$ cat src/rtl/serial_adder_pkg.sv
// Shared types for the bit-serial adder.
package serial_adder_pkg;

    typedef enum logic [1:0] {
        IDLE = 2'd0,
        RUN  = 2'd1,
        DONE = 2'd2
    } state_t;

    // Bit counter width; one bit minimum so WIDTH = 1 still has a counter.
    function automatic int cnt_width(input int w);
        return (w <= 1) ? 1 : $clog2(w);
    endfunction

endpackage

$ cat src/rtl/fa_bit_cell.sv
// One-bit full adder: the only arithmetic in the serial adder.
module fa_bit_cell (
    input  logic a,
    input  logic b,
    input  logic cin,
    output logic s,
    output logic cout
);

    assign s    = a ^ b ^ cin;
    assign cout = (a & b) | (a & cin) | (b & cin);

endmodule

$ cat src/rtl/serial_adder.sv
// Bit-serial WIDTH-bit adder: one bit per clock, LSB first, through a
// single full-adder cell with a registered carry loop.
module serial_adder
    import serial_adder_pkg::*;
#(
    parameter int WIDTH = 8
) (
    input  logic             clk,
    input  logic             rst,
    input  logic             in_valid,
    output logic             in_ready,
    input  logic [WIDTH-1:0] a,
    input  logic [WIDTH-1:0] b,
    input  logic             cin,
    output logic             out_valid,
    input  logic             out_ready,
    output logic [WIDTH-1:0] sum,
    output logic             cout
);

    localparam int CW = cnt_width(WIDTH);
    localparam logic [CW-1:0] LAST = CW'(WIDTH - 1);

    state_t           r_state;
    logic [WIDTH-1:0] r_a_sr;
    logic [WIDTH-1:0] r_b_sr;
    logic [WIDTH-1:0] r_res;
    logic             r_carry;
    logic [CW-1:0]    r_cnt;

    logic             w_s;
    logic             w_c;
    logic [WIDTH-1:0] w_res_next;

    fa_bit_cell u_fa (
        .a    (r_a_sr[0]),
        .b    (r_b_sr[0]),
        .cin  (r_carry),
        .s    (w_s),
        .cout (w_c)
    );

    // Result register shifts right, new sum bit enters at the MSB
    // (written this way so WIDTH = 1 needs no special slice).
    always_comb begin
        w_res_next            = r_res >> 1;
        w_res_next[WIDTH-1]   = w_s;
    end

    // Control FSM plus all datapath registers.
    always_ff @(posedge clk) begin
        if (rst) begin
            r_state <= IDLE;
            r_a_sr  <= '0;
            r_b_sr  <= '0;
            r_res   <= '0;
            r_carry <= 1'b0;
            r_cnt   <= '0;
        end else begin
            case (r_state)
                IDLE: begin
                    if (in_valid) begin
                        r_a_sr  <= a;
                        r_b_sr  <= b;
                        r_carry <= cin;
                        r_cnt   <= '0;
                        r_state <= RUN;
                    end
                end
                RUN: begin
                    r_res   <= w_res_next;
                    r_a_sr  <= r_a_sr >> 1;
                    r_b_sr  <= r_b_sr >> 1;
                    r_carry <= w_c;
                    r_cnt   <= r_cnt + 1'b1;
                    if (r_cnt == LAST) begin
                        r_state <= DONE;
                    end
                end
                DONE: begin
                    // Result held untouched until the consumer takes it.
                    if (out_ready) begin
                        r_state <= IDLE;
                    end
                end
                default: r_state <= IDLE;
            endcase
        end
    end

    // All outputs come straight from state or registers.
    assign in_ready  = (r_state == IDLE);
    assign out_valid = (r_state == DONE);
    assign sum       = r_res;
    assign cout      = r_carry;

endmodule

$ cat config.mk
export PLATFORM = sky130hd
export DESIGN_NAME = serial_adder
export DESIGN_NICKNAME = d
export VERILOG_FILES = /design/src/rtl/serial_adder_pkg.sv /design/src/rtl/fa_bit_cell.sv /design/src/rtl/serial_adder.sv
export SDC_FILE = /design/constraint.sdc
export NUM_CORES = 1
export LEC_CHECK = 0
export ABC_AREA = 0
export CAP_MARGIN = 20
export CORE_ASPECT_RATIO = 0.7
export CORE_MARGIN = 5
export CORE_UTILIZATION = 45
export DETAILED_ROUTE_END_ITERATION = 10
export PLACE_DENSITY = 0.74
export SYNTH_ARGS = -nofsm -noshare
export SYNTH_HDL_FRONTEND = slang
export SYNTH_HIERARCHICAL = 1
export SYNTH_SLANG_ARGS = --single-unit
$ cat constraint.sdc
create_clock -name clk -period 1.5 [get_ports clk]
set_input_delay 0.3 -clock clk [delete_from_list [all_inputs] [get_ports clk]]
set_output_delay 0.3 -clock clk [all_outputs]
set_load 0.1 [all_outputs]
==> Word-level counts from Yosys, hierarchy flattened <==
Cells that the tools add are included.
{ "word_totals": {"ff_bits": 30} }
{ "op_classes": {"n_reduce_logical": 4, "n_addsub": 1, "muxes": 12, "eq_ne": 6, "n_bitwise": 7} }
{ "op_table": {"columns": ["op", "count"], "rows": [
  ["$pmux W8 S2", 2],
  ["$mux W8", 2],
  ["$mux W2", 3],
  ["$pmux W2 S3", 1],
  ["$pmux W3 S2", 1],
  ["$ne A2 B2 Y1 const B", 2],
  ["$add A3 B1 Y3 const B", 1],
  ["$and A1 B1 Y1", 3],
  ["$eq A3 B3 Y1 const B", 1],
  ["$mux W3", 1],
  ["$reduce_and A3 Y1", 1],
  ["$eq A2 B1 Y1 const B", 1],
  ["$eq A2 B2 Y1 const B", 1],
  ["$logic_not A2 Y1", 1],
  ["$ne A2 B1 Y1 const B", 1],
  ["$or A1 B1 Y1", 2],
  ["$pmux W1 S2", 1],
  ["$reduce_and A2 Y1", 1],
  ["$reduce_bool A2 Y1", 1],
  ["$xor A1 B1 Y1", 2],
  ["$mux W1", 1]
]} }

==> Longest topological paths before layout <==
{ "logic_depth": {"word_depth": 4, "ltp_mapped": 5, "mapped_depth_nobuf": 5} }

==> By module <==
Netlist, hierarchy kept.
{ "by_module_without_submodules": {"columns": ["module", "area_each_um2", "seq_area_each_um2", "instances", "cells_per_inst"], "rows": [
  ["serial_adder", 1266.2, 600.6, 1, 134],
  ["fa_bit_cell", 20.0, 0.0, 1, 1]
]} }

==> Worst setup path before layout <==
Ideal clock, no wire load.
{ "synth_timing": {"kind": "register to register", "from": "register r_state[1]", "to": "register r_state[1]", "arrival_time_ps": 2184, "stages_incl_launch_ff": 4, "setup_slack_ps": -755, "n_path_buf": 0, "cell_sequence": "dfxtp_1 nor2b_1 a22oi_1 nor2_1"} }
{ "synth_via": {"elab_chain_cells": 3} }
{ "synth_rtl": {"columns": ["item", "line_no", "source"], "rows": [
  ["start, declared", "serial_adder.sv:24", "state_t r_state;"],
  ["start signal, assigned", "serial_adder.sv:53", "r_state <= IDLE;"],
  ["start signal, assigned", "serial_adder.sv:67", "r_state <= RUN;"],
  ["start signal, assigned", "serial_adder.sv:77", "r_state <= DONE;"],
  ["$eq A2 B2 Y1 *", null, null],
  ["named net out_valid", "serial_adder.sv:15", "output logic out_valid,"],
  ["$ne A2 B1 Y1 (no line)", null, null],
  ["$reduce_and A3 Y1 (no line)", null, null]
]} }
Mark *: on every way through the listed nets, which the timed path passes. The rest lies on a longest branch.
A chain may end at the register's enable or synchronous reset.

==> Worst setup path in the final report <==
{ "layout_timing": {"from": "register r_state[1]", "to": "output out_valid"} }
{ "layout_via": {"elab_chain_cells": 1} }
{ "layout_rtl": {"columns": ["item", "line_no", "source"], "rows": [
  ["$eq A2 B2 Y1", "serial_adder.sv:93", "assign out_valid = (r_state == DONE);"],
  ["end, declared", "serial_adder.sv:15", null]
]} }
No other way between the ends.

==> flow_summary.json <==
{
  "seq_area_frac_synth_pct": 46.7,
  "drt_drc_violations_left": 0,
  "grt_start_max_net_pins": 31,
  "slew_at_the_pin_closest_to_its_max_slew_limit_ps": 370,
  "power_density_nw_per_um2": 1010,
  "number_of_levels_the_h_tree_was_split_into": 2,
  "clock_skew_ps": 3.95,
  "clkSinkCount": 30,
  "postLayoutSetupSlackWorst_ps": 79.5,
  "ant_nets": 0,
  "row_count": 16,
  "n_fill_cell": 211,
  "drt_pre_antenna_iters": 4,
  "ys.flop_type": "sky130_fd_sc_hd__dfxtp_1",
  "worst_hold_path.num_cells": 2,
  "timing.critical_path.arrival_ps": 1120,
  "antenna_cells": 0,
  "detail_route.vias_per_cell": 5.29,
  "floorplan.initialDensity_pct": 46.6,
  "finalCritPeriodShare_pct": 94.7,
  "drt-initial-drc-count": 50,
  "slowest_stage": "sky130_fd_sc_hd__dfxtp_2",
  "buffer_ports.inserted": 31,
  "syn2layout_area_growth_pct": 44.8,
  "hold_ws_ps": 489,
  "synth-edff-count": 0,
  "worstPathCellList": "nor2b_4 > buf_12",
  "finalSetupViolations": 0,
  "min_path_type": "reg -> reg",
  "max_slew_margin_pct": 75.3,
  "worstSetupPathDepth": 2,
  "final-max-slew-violation-count": 0,
  "clk_transition_reported_paths_ps": 60,
  "grt_setup_unrepaired": "false",
  "cp-end-kind": "primary output",
  "layout.cells.most_common": "sky130_fd_sc_hd__dfxtp_1",
  "final_period_minus_worst_setup_slack_ps": 1420,
  "numnets_final": 193,
  "ff2ff_path_depth": 4,
  "max-cap-violations": 0,
  "grt_first_pass_wirelength_mm": 4.69,
  "postLayoutCoreUtil_pct": 67.4,
  "clock_path_buffers": 2,
  "status": "finished clean",
  "netlist_area_um2": 1290,
  "worstSetupStartpointType": "flip-flop",
  "first_global_vias": 1068,
  "drive_gt1_share_pct": 27.1,
  "worst-path-buf-inv": 1,
  "clk-insertion-delay-late_ps": 280,
  "async_reset_ff_share_pct": 0,
  "non_filler_instance_count_after_layout": 206,
  "postSynthNetCount": 159,
  "pre_cts_slack_ps": -204,
  "setup.worst_path.class": "reg -> out",
  "power_leakage_nw": 0.708,
  "numCtsBuffers": 5,
  "hold_violations": 0,
  "globalRouteOverflowTotal": 0,
  "route.detailed.wl_per_inst_um": 13.9,
  "fmax_ghz": 0.704,
  "floorplan.die_area_um2": 4040,
  "power_total_mw": 1.88,
  "die_w_um": 73.9,
  "final_design_area_no_fill_um2": 1860,
  "final_cell_mix": "sky130_fd_sc_hd__dfxtp_1 (27), sky130_fd_sc_hd__clkdlybuf4s50_1 (20), sky130_fd_sc_hd__inv_1 (17)",
  "vdd_drop_max_v": 0.000670,
  "cts_tree": "built",
  "gp_congestion": 0.777,
  "gr-usage-all-layers_pct": 15.8,
  "yosys_register_bits": 30,
  "critical_path_peak_fanout": 7,
  "cp_top_family": "flip-flops",
  "core_region_um2": 2760,
  "num_vias": 1089,
  "yosysWarningCount": 6,
  "post_cts.repair.setup_buffers": 0,
  "setup_tns_ps": 0,
  "critical_path.max_stage_delay_ps": 430,
  "place.detailed.hpwl_mm": 2.05,
  "yosys.area.top_type_share_pct": 46.7,
  "synth_largest_area_cell": "sky130_fd_sc_hd__dfxtp_1",
  "synth_cells": 135,
  "totalWireLength_mm": 2.86,
  "synthDistinctLibCells": 25,
  "synth_area_per_cell_um2": 9.53,
  "dp.cells": 198,
  "synthTopCellsByArea": "sky130_fd_sc_hd__dfxtp_1 (47%), sky130_fd_sc_hd__o221a_1 (7.0%), sky130_fd_sc_hd__o221a_2 (6.1%)",
  "cts_root_buffer": "sky130_fd_sc_hd__clkbuf_8",
  "post_cts_hold_buffer_count": 0,
  "design.portCount": 32,
  "chipHeight_um": 54.7,
  "grt_antenna_before_repair": 0,
  "dpl-instance-area_um2": 1770,
  "worstPathRequired_ps": 1200
}
[layer usage]
metal	part of all wire, %	GRT usage (%)	up-vias
met5	0	0	-
met4	1.4	6.33	0
met3	5.6	7.16	6
met2	48	26.0	19
met1	45	18.0	525
li1	-	-	539
[path summary, 6_finish.rpt]
kind,from,end,slack (ps)
worst max-delay path,r_state[1],out_valid,80
worst min register to register,sum[0],sum[0],490
worst max register to register,r_state[0],r_a_sr[6],200
worst min-delay path,sum[0],sum[0],490
[worst reg2reg max path: stages, from the launching register on]
cell and delay, ps:
sky130_fd_sc_hd__dfxtp_2 440, sky130_fd_sc_hd__nor2b_2 320, sky130_fd_sc_hd__buf_12 220, sky130_fd_sc_hd__a21oi_1 90
sky130_fd_sc_hd__o221a_2 120
[report_power, final]
| part | internal (mW) | total, mW | switching, mW | leakage, nW |
|---|---|---|---|---|
| clock | 0.369 | 0.653 | 0.284 | 0.0482 |
| sequential | 0.846 | 0.885 | 0.0385 | 0.248 |
| combinational | 0.163 | 0.339 | 0.176 | 0.412 |
[final cells by class]
| class | count | area (um^2) | share of cell area (%) |
|---|---|---|---|
| clock inverters | 1 | 5.00 | 0.269 |
| flip-flops and latches | 30 | 604 | 32.4 |
| repair buffers | 36 | 483 | 25.9 |
| inverters | 17 | 63.8 | 3.43 |
| multi-input cells | 79 | 576 | 30.9 |
| well taps | 36 | 45.0 | 2.42 |
| clock buffers | 7 | 86.3 | 4.63 |
[flip-flops by register name (all words and copies together) (netlist names)]
register and cells:
cout 1, r_a_sr 8, r_b_sr 8, r_cnt 3
r_state 2, sum 8
[kinds of logic after synthesis]
| group | after synthesis | synth area share [%] |
|---|---|---|
| muxes | 2 | 1.56 |
| buffers and inverters | 26 | 10.1 |
| and+or+nand+nor | 30 | 10.0 |
| DFF | 30 | 46.7 |
| AOI/OAI and AO/OA | 44 | 28.1 |
| adders and majority gates | 3 | 3.50 |
[cell usage after synthesis (2+ instances only)]
master	n
sky130_fd_sc_hd__nor2b_1	2
sky130_fd_sc_hd__a21oi_2	8
sky130_fd_sc_hd__nor2_2	2
sky130_fd_sc_hd__o221a_2	7
sky130_fd_sc_hd__a32oi_1	2
sky130_fd_sc_hd__a22oi_1	3
sky130_fd_sc_hd__buf_1	2
sky130_fd_sc_hd__inv_1	17
sky130_fd_sc_hd__ha_1	2
sky130_fd_sc_hd__nor2_1	7
sky130_fd_sc_hd__buf_2	2
sky130_fd_sc_hd__a21oi_1	15
sky130_fd_sc_hd__nand2_1	16
sky130_fd_sc_hd__mux2i_1	2
sky130_fd_sc_hd__dfxtp_1	30
sky130_fd_sc_hd__o221a_1	8
sky130_fd_sc_hd__buf_6	2
[what timing repair did]
item | in CTS | in global routing
resized for setup | 1 | 1
endpoints found under the setup margin | 1 | 12
cloned | 0 | 0
No activity file was read; power rests on OpenSTA's default activity.
==> variant (same settings) <==
Change the parameter `WIDTH` from 8 to 7.
--- a/src/rtl/serial_adder.sv
+++ b/src/rtl/serial_adder.sv
@@ -5,3 +5,3 @@
 #(
-    parameter int WIDTH = 8
+    parameter int WIDTH = 7
 ) (
Ports: changed (resized a, b and sum); port bits go from 32 to 29. The function was not compared with the original's and may differ.
==> variant against the original RTL <==
- setup slack worse by 0.038 ns
- critical endpoint unchanged
- final cell count is 0.49% lower
- clock power decreased by 36%
- power decreased by 18%
- sequential cell count decreased by 3
- sequential share of layout area down 0.55 points
- area after synthesis fell by 5.4%
- routed wire length down 2.0%
- maximum frequency down 2.6%
- critical path type unchanged
- combinational power is 1% lower
- cell area down 8.4%
- critical path depth increased by 1
==> variant: results (changes against the original RTL) <==
setup_path:
  worstReg2RegEnd: "r_b_sr[2]$_SDFFE_PP0P_"
  reg2reg_depth: 5  # +1
  rrSetupSlack_ns: 0.11  # -0.09 ns
  cp_slowest_stage_delay_ns: 0.33  # -0.10 ns
  crit_arrival_ns: 1.16  # +0.04 ns
worst_hold_path:
  min-delay-start: "r_a_sr[6]$_SDFFE_PP0P_"
final_layout:
  seq_area_um2: 544  # -9.9%
  design_area_um2: 1710  # -8.4%
  nNonClkBuffers: 40  # +11%
  clock_cell_area_share_pct: 2.71  # -2.2 points
  n_fill_cell: 214  # +1.4%
  buf_share_pct: 27.6  # +1.6 points
  clkbuf_count: 3  # -4
sta:
  holdWs_ns: 0.503  # +0.0133 ns
run_status:
  status: "completed"
global_route:
  grt_max_degree: 16  # -48%
  grt_util_met2_pct: 26.7  # +0.71 points
  first_global_vias: 1142  # +6.9%
placement:
  dp_cells: 201  # +1.5%
  place_ws_ns: -0.0827  # +0.122 ns
  port_buffers: 28  # -9.7%
  gp_congestion: 0.785  # +0.99%
  placed_cell_area_um2: 1660  # -6.1%
power_and_ir_drop:
  p_sw_uw: 438  # -12%
  sequentialPowerShare_pct: 51.3  # +4.2 points
  p_int_uw: 1110  # -20%
  ir_drop_mv: 0.619  # -7.6%
clock_tree:
  htreeDepth: 1  # -1
  postCtsSetupBuffers: 1  # +1
  path_clk_slew_ns: 0.09  # +0.03 ns
route:
  drt-met1-wl_mm: 1.30  # +1.0%
  finalWirelength_mm: 2.80  # -2.0%
  detail_route.wl_per_cell_um: 13.7  # -1.5%
yosys:
  yosys_register_bits: 27  # -10%
  synth_common_cells: "28 x nor2_1, 27 x dfxtp_1, 16 x nand2_1"
  synthCells: 138  # +2.2%
  ys_types: 26  # +4.0%
  synth-compound-area-share_pct: 26.0  # -2.1 points
  yosys.area_share.adder_pct: 3.70  # +0.20 points
==> variant: cell types whose count changed after synthesis, sizes merged, moves of 2 or more <==
cell     before  now
a21oi        23    9
clkbuf        1    5
a211oi        0   13
buf           8    6
o22ai         0    3
o221a        15    0
a2bb2oi       0    2
nor2          9   28
dfxtp        30   27
a22oi         3    0
inv          17    3
o2bb2ai       0   10
==> variant: worst max-delay path by stage <==
stage	startpoint	to	slack, ns
3_5_place_dp	in_valid	r_b_sr[1]$_SDFFE_PP0P_	-0.08
2_1_floorplan	r_state[0]$_SDFFE_PP0P_	r_a_sr[6]$_SDFFE_PP0P_	0.10
3_3_place_gp	in_valid	r_b_sr[0]$_SDFFE_PP0P_	-0.02
6_report	r_state[0]$_SDFFE_PP0P_	out_valid	0.04
5_1_grt	r_state[0]$_SDFFE_PP0P_	out_valid	0.0007
4_1_cts	r_state[1]$_SDFFE_PP0P_	out_valid	0.005
